===== src/rtl/counter_ctrl_if.sv =====
// Command channel between software-visible command logic and counter_ctrl.
//
// Handshake: a command transfers on a rising clk edge where cmd_valid and
// cmd_ready are both high. The master holds cmd_op/cmd_arg stable while
// cmd_valid is high and not yet accepted. cmd_ready may be low for many cycles
// (the controller is busy). Offering a command while cmd_ready is low has no
// effect. cmd_ready does not depend on cmd_valid.
interface counter_ctrl_if #(
    parameter int N = 8
);
    logic         cmd_valid;
    logic         cmd_ready;
    logic [1:0]   cmd_op;
    logic [N-1:0] cmd_arg;

    modport master (
        output cmd_valid,
        output cmd_op,
        output cmd_arg,
        input  cmd_ready
    );

    modport slave (
        input  cmd_valid,
        input  cmd_op,
        input  cmd_arg,
        output cmd_ready
    );
endinterface


===== src/rtl/counter_ctrl.sv =====
// Command sequencer for a mod-M up/down counter. It takes one command at a time
// (CLEAR, LOAD, UP K, DOWN K) and drives the counter controls one action per
// cycle. It forces a true modulo-M wrap, because the counter itself only wraps
// at 2^N. Completion is signalled with a one-cycle done pulse.
module counter_ctrl #(
    parameter int N = 8,
    parameter int M = 163
) (
    input  logic         clk,
    input  logic         reset,
    counter_ctrl_if.slave cmd,
    input  logic [N-1:0] cnt_q_i,
    input  logic         cnt_max_tick_i,
    input  logic         cnt_min_tick_i,
    output logic         cnt_clr_o,
    output logic         cnt_load_o,
    output logic         cnt_en_o,
    output logic         cnt_up_o,
    output logic [N-1:0] cnt_d_o,
    output logic         busy_o,
    output logic         done_o,
    output logic         err_o,
    output logic         wrap_o,
    output logic [1:0]   state_o
);

    typedef enum logic [1:0] {
        ST_IDLE = 2'd0,
        ST_RUN  = 2'd1,
        ST_DONE = 2'd2
    } state_e;

    typedef enum logic [1:0] {
        OP_CLEAR = 2'b00,
        OP_LOAD  = 2'b01,
        OP_UP    = 2'b10,
        OP_DOWN  = 2'b11
    } op_e;

    // The LOAD range check compares against M with one extra bit, so that
    // M == 2^N (every N-bit value legal) still works.
    localparam logic [N:0]   M_EXT = (N+1)'(M);
    localparam logic [N-1:0] M_TOP = N'(M - 1);

    state_e       state_q, state_d;
    op_e          op_q, op_d;
    logic [N-1:0] arg_q, arg_d;
    logic [N-1:0] rem_q, rem_d;
    logic         err_q, err_d;

    // The wrap decisions use only the counter's tick flags. The counter value
    // is on the port so the pin list matches the counter, but nothing here needs it.
    logic unused_cnt_q;
    assign unused_cnt_q = ^cnt_q_i;

    // Control state register. Reset abandons any command in flight.
    always_ff @(posedge clk or posedge reset) begin
        if (reset) begin
            state_q <= ST_IDLE;
            op_q    <= OP_CLEAR;
            arg_q   <= '0;
            rem_q   <= '0;
            err_q   <= 1'b0;
        end else begin
            state_q <= state_d;
            op_q    <= op_d;
            arg_q   <= arg_d;
            rem_q   <= rem_d;
            err_q   <= err_d;
        end
    end

    // Next-state and output decode. The counter controls come from registered
    // state plus the live tick flags, so a wrap is issued in the same cycle
    // that the counter reports the boundary.
    always_comb begin
        state_d = state_q;
        op_d    = op_q;
        arg_d   = arg_q;
        rem_d   = rem_q;
        err_d   = err_q;

        cmd.cmd_ready = 1'b0;
        cnt_clr_o     = 1'b0;
        cnt_load_o    = 1'b0;
        cnt_en_o      = 1'b0;
        cnt_up_o      = 1'b0;
        cnt_d_o       = '0;
        busy_o        = 1'b0;
        done_o        = 1'b0;
        err_o         = 1'b0;
        wrap_o        = 1'b0;

        case (state_q)
            ST_IDLE: begin
                cmd.cmd_ready = 1'b1;
                if (cmd.cmd_valid) begin
                    op_d  = op_e'(cmd.cmd_op);
                    arg_d = cmd.cmd_arg;
                    case (op_e'(cmd.cmd_op))
                        OP_CLEAR: begin
                            state_d = ST_RUN;
                        end
                        OP_LOAD: begin
                            if ({1'b0, cmd.cmd_arg} < M_EXT) begin
                                state_d = ST_RUN;
                            end else begin
                                // Out-of-range value: report it and do not touch the counter.
                                state_d = ST_DONE;
                                err_d   = 1'b1;
                            end
                        end
                        default: begin
                            // UP / DOWN: K steps, a zero count finishes at once.
                            rem_d   = cmd.cmd_arg;
                            state_d = (cmd.cmd_arg == '0) ? ST_DONE : ST_RUN;
                        end
                    endcase
                end
            end

            ST_RUN: begin
                busy_o = 1'b1;
                case (op_q)
                    OP_CLEAR: begin
                        cnt_clr_o = 1'b1;
                        state_d   = ST_DONE;
                    end
                    OP_LOAD: begin
                        cnt_load_o = 1'b1;
                        cnt_d_o    = arg_q;
                        state_d    = ST_DONE;
                    end
                    OP_UP: begin
                        if (cnt_max_tick_i) begin
                            // At M-1: the next value is 0. Clear, do not increment.
                            cnt_clr_o = 1'b1;
                            wrap_o    = 1'b1;
                        end else begin
                            cnt_en_o = 1'b1;
                            cnt_up_o = 1'b1;
                        end
                        rem_d = rem_q - 1'b1;
                        if (rem_q <= N'(1)) begin
                            state_d = ST_DONE;
                        end
                    end
                    default: begin
                        if (cnt_min_tick_i) begin
                            // At 0: the next value is M-1, not 2^N-1.
                            cnt_load_o = 1'b1;
                            cnt_d_o    = M_TOP;
                            wrap_o     = 1'b1;
                        end else begin
                            cnt_en_o = 1'b1;
                        end
                        rem_d = rem_q - 1'b1;
                        if (rem_q <= N'(1)) begin
                            state_d = ST_DONE;
                        end
                    end
                endcase
            end

            ST_DONE: begin
                busy_o  = 1'b1;
                done_o  = 1'b1;
                err_o   = err_q;
                err_d   = 1'b0;
                state_d = ST_IDLE;
            end

            default: begin
                state_d = ST_IDLE;
            end
        endcase
    end

    assign state_o = state_q;

endmodule


===== src/flat_wrapper.sv =====
// flat-port wrapper written by rule: the top's interface ports become plain ports
module counter_ctrl_flat 
#(
    parameter int N = 8,
    parameter int M = 163
)
  (clk, reset, cnt_q_i, cnt_max_tick_i, cnt_min_tick_i, cnt_clr_o, cnt_load_o, cnt_en_o, cnt_up_o, cnt_d_o, busy_o, done_o, err_o, wrap_o, state_o, cmd_cmd_valid, cmd_cmd_op, cmd_cmd_arg, cmd_cmd_ready);
  counter_ctrl_if #(.N(N)) cmd_i ();
  input  logic clk;
  input  logic reset;
  input  logic [N-1:0] cnt_q_i;
  input  logic cnt_max_tick_i;
  input  logic cnt_min_tick_i;
  output logic cnt_clr_o;
  output logic cnt_load_o;
  output logic cnt_en_o;
  output logic cnt_up_o;
  output logic [N-1:0] cnt_d_o;
  output logic busy_o;
  output logic done_o;
  output logic err_o;
  output logic wrap_o;
  output logic [1:0] state_o;
  input wire logic [$bits(cmd_i.cmd_valid)-1:0] cmd_cmd_valid;
  input wire logic [$bits(cmd_i.cmd_op)-1:0] cmd_cmd_op;
  input wire logic [$bits(cmd_i.cmd_arg)-1:0] cmd_cmd_arg;
  output wire logic [$bits(cmd_i.cmd_ready)-1:0] cmd_cmd_ready;
  assign cmd_i.cmd_valid = cmd_cmd_valid;
  assign cmd_i.cmd_op = cmd_cmd_op;
  assign cmd_i.cmd_arg = cmd_cmd_arg;
  assign cmd_cmd_ready = cmd_i.cmd_ready;
  counter_ctrl #(.N(N), .M(M)) u_core (.clk(clk), .reset(reset), .cmd(cmd_i), .cnt_q_i(cnt_q_i), .cnt_max_tick_i(cnt_max_tick_i), .cnt_min_tick_i(cnt_min_tick_i), .cnt_clr_o(cnt_clr_o), .cnt_load_o(cnt_load_o), .cnt_en_o(cnt_en_o), .cnt_up_o(cnt_up_o), .cnt_d_o(cnt_d_o), .busy_o(busy_o), .done_o(done_o), .err_o(err_o), .wrap_o(wrap_o), .state_o(state_o));
endmodule

===== config.mk =====
export PLATFORM = sky130hd
export DESIGN_NAME = counter_ctrl_flat
export DESIGN_NICKNAME = d
export VERILOG_FILES = /design/src/rtl/counter_ctrl_if.sv /design/src/rtl/counter_ctrl.sv /design/src/flat_wrapper.sv
export SDC_FILE = /design/constraint.sdc
export NUM_CORES = 1
export LEC_CHECK = 0
export CORE_UTILIZATION = 46
export DETAILED_ROUTE_END_ITERATION = 6
export PLACE_DENSITY = 0.77
export SLEW_MARGIN = 10
export SYNTH_ARGS = -nofsm -noshare
export SYNTH_HDL_FRONTEND = slang
export SYNTH_SLANG_ARGS = --single-unit

===== constraint.sdc =====
create_clock -name clk -period 1.7 [get_ports clk]
set_input_delay 0.34 -clock clk [delete_from_list [all_inputs] [get_ports clk]]
set_output_delay 0.34 -clock clk [all_outputs]
set_load 0.02 [all_outputs]

; Word level (Yosys, flattened, before mapping)
; Index checks and enable logic that the tools add are counted.
[classes]
n_addsub = 1
n_reduce_logical = 14
n_eq_ne = 11
mux = 36
order_cmp = 2
[op_table]
columns = cell, n
row1 = 8-bit two-way mux, 5
row2 = 8-bit case mux with 2 select lines, 2
row3 = 1-bit two-way mux, 17
row4 = 2-bit two-way mux, 5
row5 = "2-bit != test, second input constant", 5
row6 = 1-bit case mux with 2 select lines, 5
row7 = "8-bit by 1-bit less-or-equal comparator with 1-bit output, second input constant", 1
row8 = 8-bit logical NOT, 1
row9 = "8-bit less-than comparator, second input constant", 1
row10 = 2-bit case mux with 2 select lines, 2
row11 = 4-bit AND reduction, 2
row12 = 2-bit OR reduction, 4
row13 = "8-bit by 1-bit subtractor with 8-bit output, second input constant", 1
row14 = "2-bit by 1-bit equality test with 1-bit output, second input constant", 3
row15 = 2-bit logical NOT, 3
row16 = "2-bit equality test, second input constant", 2
row17 = 2-bit AND reduction, 2
row18 = 2-bit nonzero test, 2
row19 = "3-bit by 2-bit != test with 1-bit output, second input constant", 1
[word_totals]
out_inout_bits = 19
in_bits = 23
regBits = 21
elab_cells = 69

; Logic depth before layout (Yosys ltp)
; Gate-level depths: netlist (run 1).
[logic_depth]
depth_word = 5
depth_mapped = 8
ltp_nobuf = 6

; Worst setup path after synthesis (run 1)
; Ideal clock, no wire load.
[synth_path]
path_type = flip-flop to output port
from = register u_core.state_q[1] (netlist: u_core.state_o[1])
to = output port cnt_clr_o
t_required_ns = 1.360
path_stages_with_launch = 6
path_slack_ns = -0.235
arrival_ns = 1.595
path_buffers = 1
cell_sequence = dfrtp_1 -> inv_1 -> ha_1 -> buf_2 -> inv_1 -> a211oi_1
[synth_between]
elab_chain_len = 2
[synth_lines]
columns = item, line
row1 = start: declaration, counter_ctrl.sv:45  ; state_e state_q, state_d;
row2 = start signal: assignment, counter_ctrl.sv:65  ; state_q <= state_d;
row3 = 2-bit by 1-bit equality test with 1-bit output, counter_ctrl.sv:94  ; case (state_q)
row4 = 1-bit two-way mux, counter_ctrl.sv:94
row5 = end: declaration, flat_wrapper.sv:14  ; output logic cnt_clr_o;
; No other way between the ends.

; Worst setup path after layout (run 1)
[layout_path]
from = register u_core.state_q[0] (netlist: u_core.state_o[0])
to = register u_core.rem_q[5]
[layout_between]
elab_chain_len = 3
word_cells_on_any_way = 8
[layout_lines]
columns = item, line
row1 = 2-bit by 1-bit equality test with 1-bit output / 2-bit logical NOT (equally long branches), counter_ctrl.sv:94
row2 = 2-bit != test (no line) / 2-bit nonzero test (equally long branches), --
row3 = 4-bit AND reduction (no line), --
row4 = end signal: assignment, counter_ctrl.sv:68  ; rem_q <= rem_d;
row5 = end: declaration, counter_ctrl.sv:48  ; logic [N-1:0] rem_q, rem_d;
; Parallel ways exist; a longest one is shown, timed or not.
; A chain may end at the register's enable or synchronous reset.

==> results.json, run 1 <==
{
  "grt_pass1_vias": 1385,
  "cts_made_buffers": 3,
  "syn_to_final_growth_pct": 64.4,
  "rows": 19,
  "crit_family": "flip-flops",
  "clock_skew_ns": 0.00542,
  "p_total_mw": 4.05,
  "synth_top_area_share": 0.387,
  "cp-end-kind": "register",
  "rsz0062_at_grt": "true",
  "crit_type": "reg2reg",
  "p_leak_nw": 0.983,
  "synth_largest_area_cell": "dfrtp_1",
  "via_per_inst": 5.86,
  "wirelength_um": 4470,
  "ir_worst_vdd_mv": 1.51,
  "cp_num_cells": 8,
  "fp.coreArea_um2": 2780,
  "place_ws_ns": -0.411,
  "grt_use_total": 0.271,
  "start_util": 0.488,
  "worstMarginPinSlew_ns": 0.430,
  "final_net_count": 236,
  "hold_viol": 0,
  "cts.sinks": 21,
  "timing.fmax_ghz": 0.534,
  "fin_crit_ns": 1.87,
  "drt_iter0_markers": 69,
  "crit_path_frequent_cell": "buf_6",
  "gp_congestion": 0.857,
  "critical_path.startpoint_type": "register",
  "ys_ff_latch": 21,
  "cts_root_buf": "clkbuf_4",
  "cts_buffer_depth": 2,
  "crit_chain": "ha_4, buf_6, buf_6, mux2i_4, buf_6, a21oi_4, and4_1, nor3_2",
  "ys_types": 45,
  "hold_class": "in2async",
  "ios": 42,
  "crit_slowest_cell": "dfrtp_2",
  "clk_pin_slew_ns": 0.13,
  "vias": 1395,
  "drtPass1Iterations": 6,
  "setup_viol": 23,
  "power_density_nw_per_um2": 1810,
  "cts_tree": "done",
  "drv_cap": 0,
  "io_buffers": 33,
  "avgRoutedWirePerCell_um": 18.8,
  "violations": "setup timing",
  "hpwlAfterDp_um": 2710,
  "die_x_um": 56.3,
  "grt.overflow.total": 0,
  "fin_ws_ns": -0.173,
  "layout-drive-gt1-share": 0.575,
  "remaining_drc_errors": 0,
  "timing.reg2reg.setup_slack_ns": -0.17,
  "r2r-end": "u_core.rem_q[5]",
  "antenna_found_initial": 0,
  "syn-num-nets": 166,
  "dieArea_um2": 3170,
  "synth_cells": 138,
  "period_share": 1.10,
  "worstSkewPairLatency_ns": 0.31,
  "antenna_cells": 0,
  "required_ns": 1.91,
  "slew_headroom": 0.712,
  "grt_max_degree": 22,
  "ff2ff_path_depth": 8,
  "yosysWarningCount": 0,
  "slew_viol_final": 0,
  "cp.arrival_ns": 2.08,
  "slowest_delay_ns": 0.45,
  "grt_pass1_wl_um": 6620,
  "outcome": "complete, but fails checks",
  "fp.dieH_um": 56.3,
  "yosys-top-cells-area": "dfrtp_1, mux2_2, ha_1",
  "syn_area_um2": 1360,
  "final_antenna_net_count": 0,
  "reg2reg_from": "u_core.state_o[0]",
  "ys_seq_area_frac": 0.387,
  "cp_num_buf_inv": 3,
  "htreeDepth": 1,
  "cp_max_fo": 7,
  "syn_avg_cell_area_um2": 9.84
}
## where the power goes
part	internal (mW)	switching (mW)
combinational	1.46	1.25
sequential	0.765	0.321
clock	0.0880	0.168
total	2.31	1.74
## stage by stage
stage / utilization / setup TNS [ns] / instances / area (um^2) / hold slack [ns]
after floorplan: - / -0.0625 / 138 / 1380 / 0.316
after global placement: 0.692 / -5.23 / 225 / 1930 / 0.480
after detailed placement: 0.692 / -6.08 / 225 / 1930 / 0.493
after CTS: 0.756 / -1.27 / 236 / 2100 / 0.354
after global routing: 0.803 / -3.06 / 238 / 2230 / 0.377
final: 0.803 / -1.94 / 238 / 2230 / 0.340
## timing repair
item,4_1_cts,5_1_grt
endpoints found under the hold margin,0,0
pin swaps,10,9
hold buffers,0,0
resized for setup,123,31
setup buffers,8,2
setup endpoints to repair,27,38
## logic make-up (layout without fill, tap and decap cells)
kind of cell             Yosys count  after routing  share of synthesized area
AO/OA/AOI/OAI                     32             32                      0.170
adder cells (fa/ha/maj)            5              5                     0.0461
buffers and inverters             13             82                     0.0544
flip-flops                        21             21                      0.387
multiplexers                      12             12                      0.100
AND/OR/NAND/NOR                   55             55                      0.242
## how the worst max path moves through the flow
stage | startpoint | end | slack [ns]
after floorplan | u_core.state_o[1] | cnt_d_o[1] | -0.01
after global placement | cnt_max_tick_i | cnt_clr_o | -0.35
after detailed placement | cnt_max_tick_i | cnt_clr_o | -0.41
after CTS | u_core.state_o[1] | cnt_clr_o | -0.15
after global routing | u_core.state_o[0] | u_core.rem_q[6] | -0.22
final | u_core.state_o[0] | u_core.rem_q[5] | -0.17
## Yosys cell counts (all sizes together)
cell type  number
a211o           1
a211oi          3
a21o            1
a21oi           9
a2bb2oi         1
a311o           1
a311oi          1
a31o            1
a31oi           2
a41o            1
a41oi           1
and2            6
and2b           1
and3            1
and4            2
and4b           1
buf             5
dfrtp          21
ha              5
inv             8
mux2           10
mux2i           2
nand2           9
nand2b          6
nand3           1
nand3b          1
nor2            8
nor2b           2
nor3           11
nor3b           2
nor4            1
nor4b           1
o21a            2
o21ai           4
o22a            2
o22ai           2
or2             2
## registers in the layout, summed over array words and instances, names as in the netlist
name,count
u_core.op_q,2
u_core.rem_q,8
u_core.arg_q,8
u_core.state_o,2
u_core.err_q,1
## area by class of cell
cell class                      instances  area, um^2
Timing Repair Buffer                   70         649
Tap cell                               31        38.8
Multi-Input combinational cell        104         947
Clock buffer                            3        22.5
Sequential cell                        21         532
Clock inverter                          1        5.00
Fill cell                             162         549
Inverter                                8        37.5
## placed cells by master (no fill, tap or decap), drive strengths merged, types with 3 or more instances in the layout
| cell type | instances |
|---|---|
| a211oi | 3 |
| nor3 | 11 |
| clkdlybuf4s50 | 13 |
| clkbuf | 3 |
| nand2 | 9 |
| o21ai | 4 |
| ha | 5 |
| mux2 | 10 |
| buf | 54 |
| nand2b | 6 |
| nor2 | 8 |
| inv | 8 |
| a21oi | 9 |
| and2 | 6 |
| dfrtp | 21 |
## layer usage
metal,global-route usage,vias up,part of all wire
met5,0,-,0
met4,0.111,0,0.040
met3,0.0507,21,0.061
met2,0.485,54,0.51
met1,0.317,680,0.39
li1,-,640,-
## worst register-to-register path: cells and delay by family (launching register included)
family	cells	cell delay [ns]
AOI/OAI and AO/OA	1	0.24
adders and majority gates	1	0.19
buffers and inverters	3	0.36
DFF	1	0.45
muxes	1	0.18
and+or+nand+nor	2	0.34
No activity file was read; power rests on OpenSTA's default activity.
==> inputs of run 2 (changes only) <==
--- a/config.mk
+++ b/config.mk
@@ -7,7 +7,7 @@
 export LEC_CHECK = 0
 export CORE_UTILIZATION = 46
 export DETAILED_ROUTE_END_ITERATION = 6
-export PLACE_DENSITY = 0.77
+export PLACE_DENSITY = 0.79
 export SLEW_MARGIN = 10
 export SYNTH_ARGS = -nofsm -noshare
 export SYNTH_HDL_FRONTEND = slang
==> run 2 against run 1 <==
  * The run still ends with setup timing left
  * Non-clock buffer count decreased by 7
  * Clock-buffer cell count increased by 1
  * Sequential power fell by 4%
  * Die area unchanged
  * Cell count shrank 2.5%
  * Sequential share of layout area up 1.2 points
  * First-iteration DRC count down 10%
  * Via count shrank 4.3%
  * Sequential cell count unchanged
  * Fmax up 2.6%
  * Global-route usage decreased by 2.6 points
==> results.json, run 2 (synthesis results as in run 1) <==
{
  "drt_iter0_markers": 62,
  "cts_hold_buf": 0,
  "critical_path.startpoint_type": "register",
  "period_share": 1.07,
  "cts_made_buffers": 3,
  "layout.cells.most_common_list": "buf_4, dfrtp_1, clkdlybuf4s50_1, mux2_2, buf_6",
  "p_leak_nw": 0.911,
  "grt.overflow.total": 0,
  "slew_viol_final": 0,
  "fp.dieH_um": 56.3,
  "outcome": "complete, but fails checks",
  "crit_slowest_cell": "dfrtp_2",
  "grt_pass1_wl_um": 6060,
  "htreeDepth": 1,
  "layout-drive-gt1-share": 0.517,
  "power_density_nw_per_um2": 1750,
  "via_per_inst": 5.75,
  "p_total_mw": 3.73,
  "ir_worst_vdd_mv": 1.51,
  "reg2reg_from": "u_core.state_o[1]",
  "slowest_delay_ns": 0.43,
  "ios": 42,
  "cp_max_fo": 4,
  "drtPass1Iterations": 4,
  "crit_family": "buffers and inverters",
  "cts_tree": "done",
  "antenna_cells": 0,
  "cp.arrival_ns": 1.49,
  "slew_headroom": 0.785,
  "fin_hold_ws_ns": 0.351,
  "vias": 1335,
  "cp-end-kind": "primary output",
  "grt_max_degree": 22,
  "fin_crit_ns": 1.83,
  "hold_class": "in2async",
  "final_antenna_net_count": 0,
  "cts.sinks": 21,
  "violations": "setup timing",
  "crit_chain": "inv_2, ha_4, buf_6, inv_4, a211oi_2, buf_4",
  "cp_num_buf_inv": 4,
  "final_common_cell": "buf_4",
  "startpoint": "u_core.state_o[1]",
  "gp_congestion": 0.795,
  "drv_cap": 0,
  "io_buffers": 33,
  "avgRoutedWirePerCell_um": 16.7,
  "dieArea_um2": 3170,
  "timing.fmax_ghz": 0.548,
  "required_ns": 1.36,
  "reg.largest.list": "u_core.arg_q (8), u_core.rem_q (8)",
  "syn_to_final_growth_pct": 56.4,
  "rows": 19,
  "fin_ws_ns": -0.126,
  "setup_viol": 14,
  "utilization": 0.763,
  "final_net_count": 230,
  "hold_viol": 0,
  "grt_pass1_vias": 1309,
  "antenna_found_initial": 0,
  "cts_buffer_depth": 2,
  "start_util": 0.488,
  "die_x_um": 56.3,
  "clock_skew_ns": 0.00206,
  "clk_pin_slew_ns": 0.12,
  "worstSkewPairLatency_ns": 0.31,
  "remaining_drc_errors": 0,
  "hpwlAfterDp_um": 2750,
  "grt_use_total": 0.245,
  "cts_root_buf": "clkbuf_4",
  "rsz0062_at_grt": "true",
  "fp.coreArea_um2": 2780,
  "crit_type": "reg2out",
  "worstMarginPinSlew_ns": 0.320,
  "wirelength_um": 3880
}
-- run 2: area by class of cell --
| type | count | area, um^2 |
|---|---|---|
| Fill cell | 181 | 658 |
| Timing Repair Buffer | 63 | 568 |
| Multi-Input combinational cell | 105 | 922 |
| Inverter | 8 | 37.5 |
| Sequential cell | 21 | 531 |
| Clock buffer | 4 | 26.3 |
| Tap cell | 31 | 38.8 |
-- run 2: through the flow --
step                      std cells  cell area (um^2)  TNS, ns  setup WS (ns)
after floorplan                 138              1380  -0.0625        -0.0132
after global placement          225              1940    -5.01         -0.350
after detailed placement        225              1940    -6.56         -0.391
after CTS                       230              2010    -1.22         -0.115
after global routing            232              2120    -2.11         -0.170
final                           232              2120    -1.14         -0.126
-- run 2: repair_timing --
action                                  CTS  global route
pin swaps                                 1             8
resized for setup                       106            29
endpoints found under the setup margin   27            22
cloned                                    0             1
setup buffers                             1             1
-- run 2: worst paths after layout --
kind / cells after the start / to / slack [ns]
min in group clk: 1 / u_core.arg_q[3] / 0.52
worst min-delay path: 3 / u_core.rem_q[4] / 0.35
worst min register to register: 1 / u_core.arg_q[3] / 0.52
worst max-delay path: 6 / cnt_clr_o / -0.13
worst max register to register: 8 / u_core.rem_q[3] / 0
max in group asynchronous: 3 / u_core.state_o[0] / 1.11
-- run 2: report_power, final --
group / leakage [nW] / switching, mW / internal (mW)
logic: 0.655 / 1.16 / 1.27
registers: 0.240 / 0.285 / 0.763
clock network: 0.0150 / 0.158 / 0.0918
total: 0.911 / 1.60 / 2.12
-- run 2: per-layer routing --
layer  routed length (um)  global-route usage
met2                 2050               0.440
met1                 1560               0.313
met5                    0                   0
met3                  236              0.0276
met4                   31              0.0592
-- run 2: worst reg2reg max path, cell delays in order, from the launching register on --
cell,delay [ns]
dfrtp_2,0.43
inv_2,0.08
ha_4,0.18
buf_6,0.14
mux2i_4,0.29
a21oi_4,0.09
buf_12,0.14
o21a_1,0.10
o22a_1,0.15
==> inputs of run 3 (changes only) <==
--- a/config.mk
+++ b/config.mk
@@ -7,6 +7,7 @@
 export LEC_CHECK = 0
 export CORE_UTILIZATION = 46
 export DETAILED_ROUTE_END_ITERATION = 6
+export GPL_TIMING_DRIVEN = 1
 export PLACE_DENSITY = 0.79
 export SLEW_MARGIN = 10
 export SYNTH_ARGS = -nofsm -noshare
==> results of run 3 <==
Final layout, timing and power as in run 2 (identical DEF).
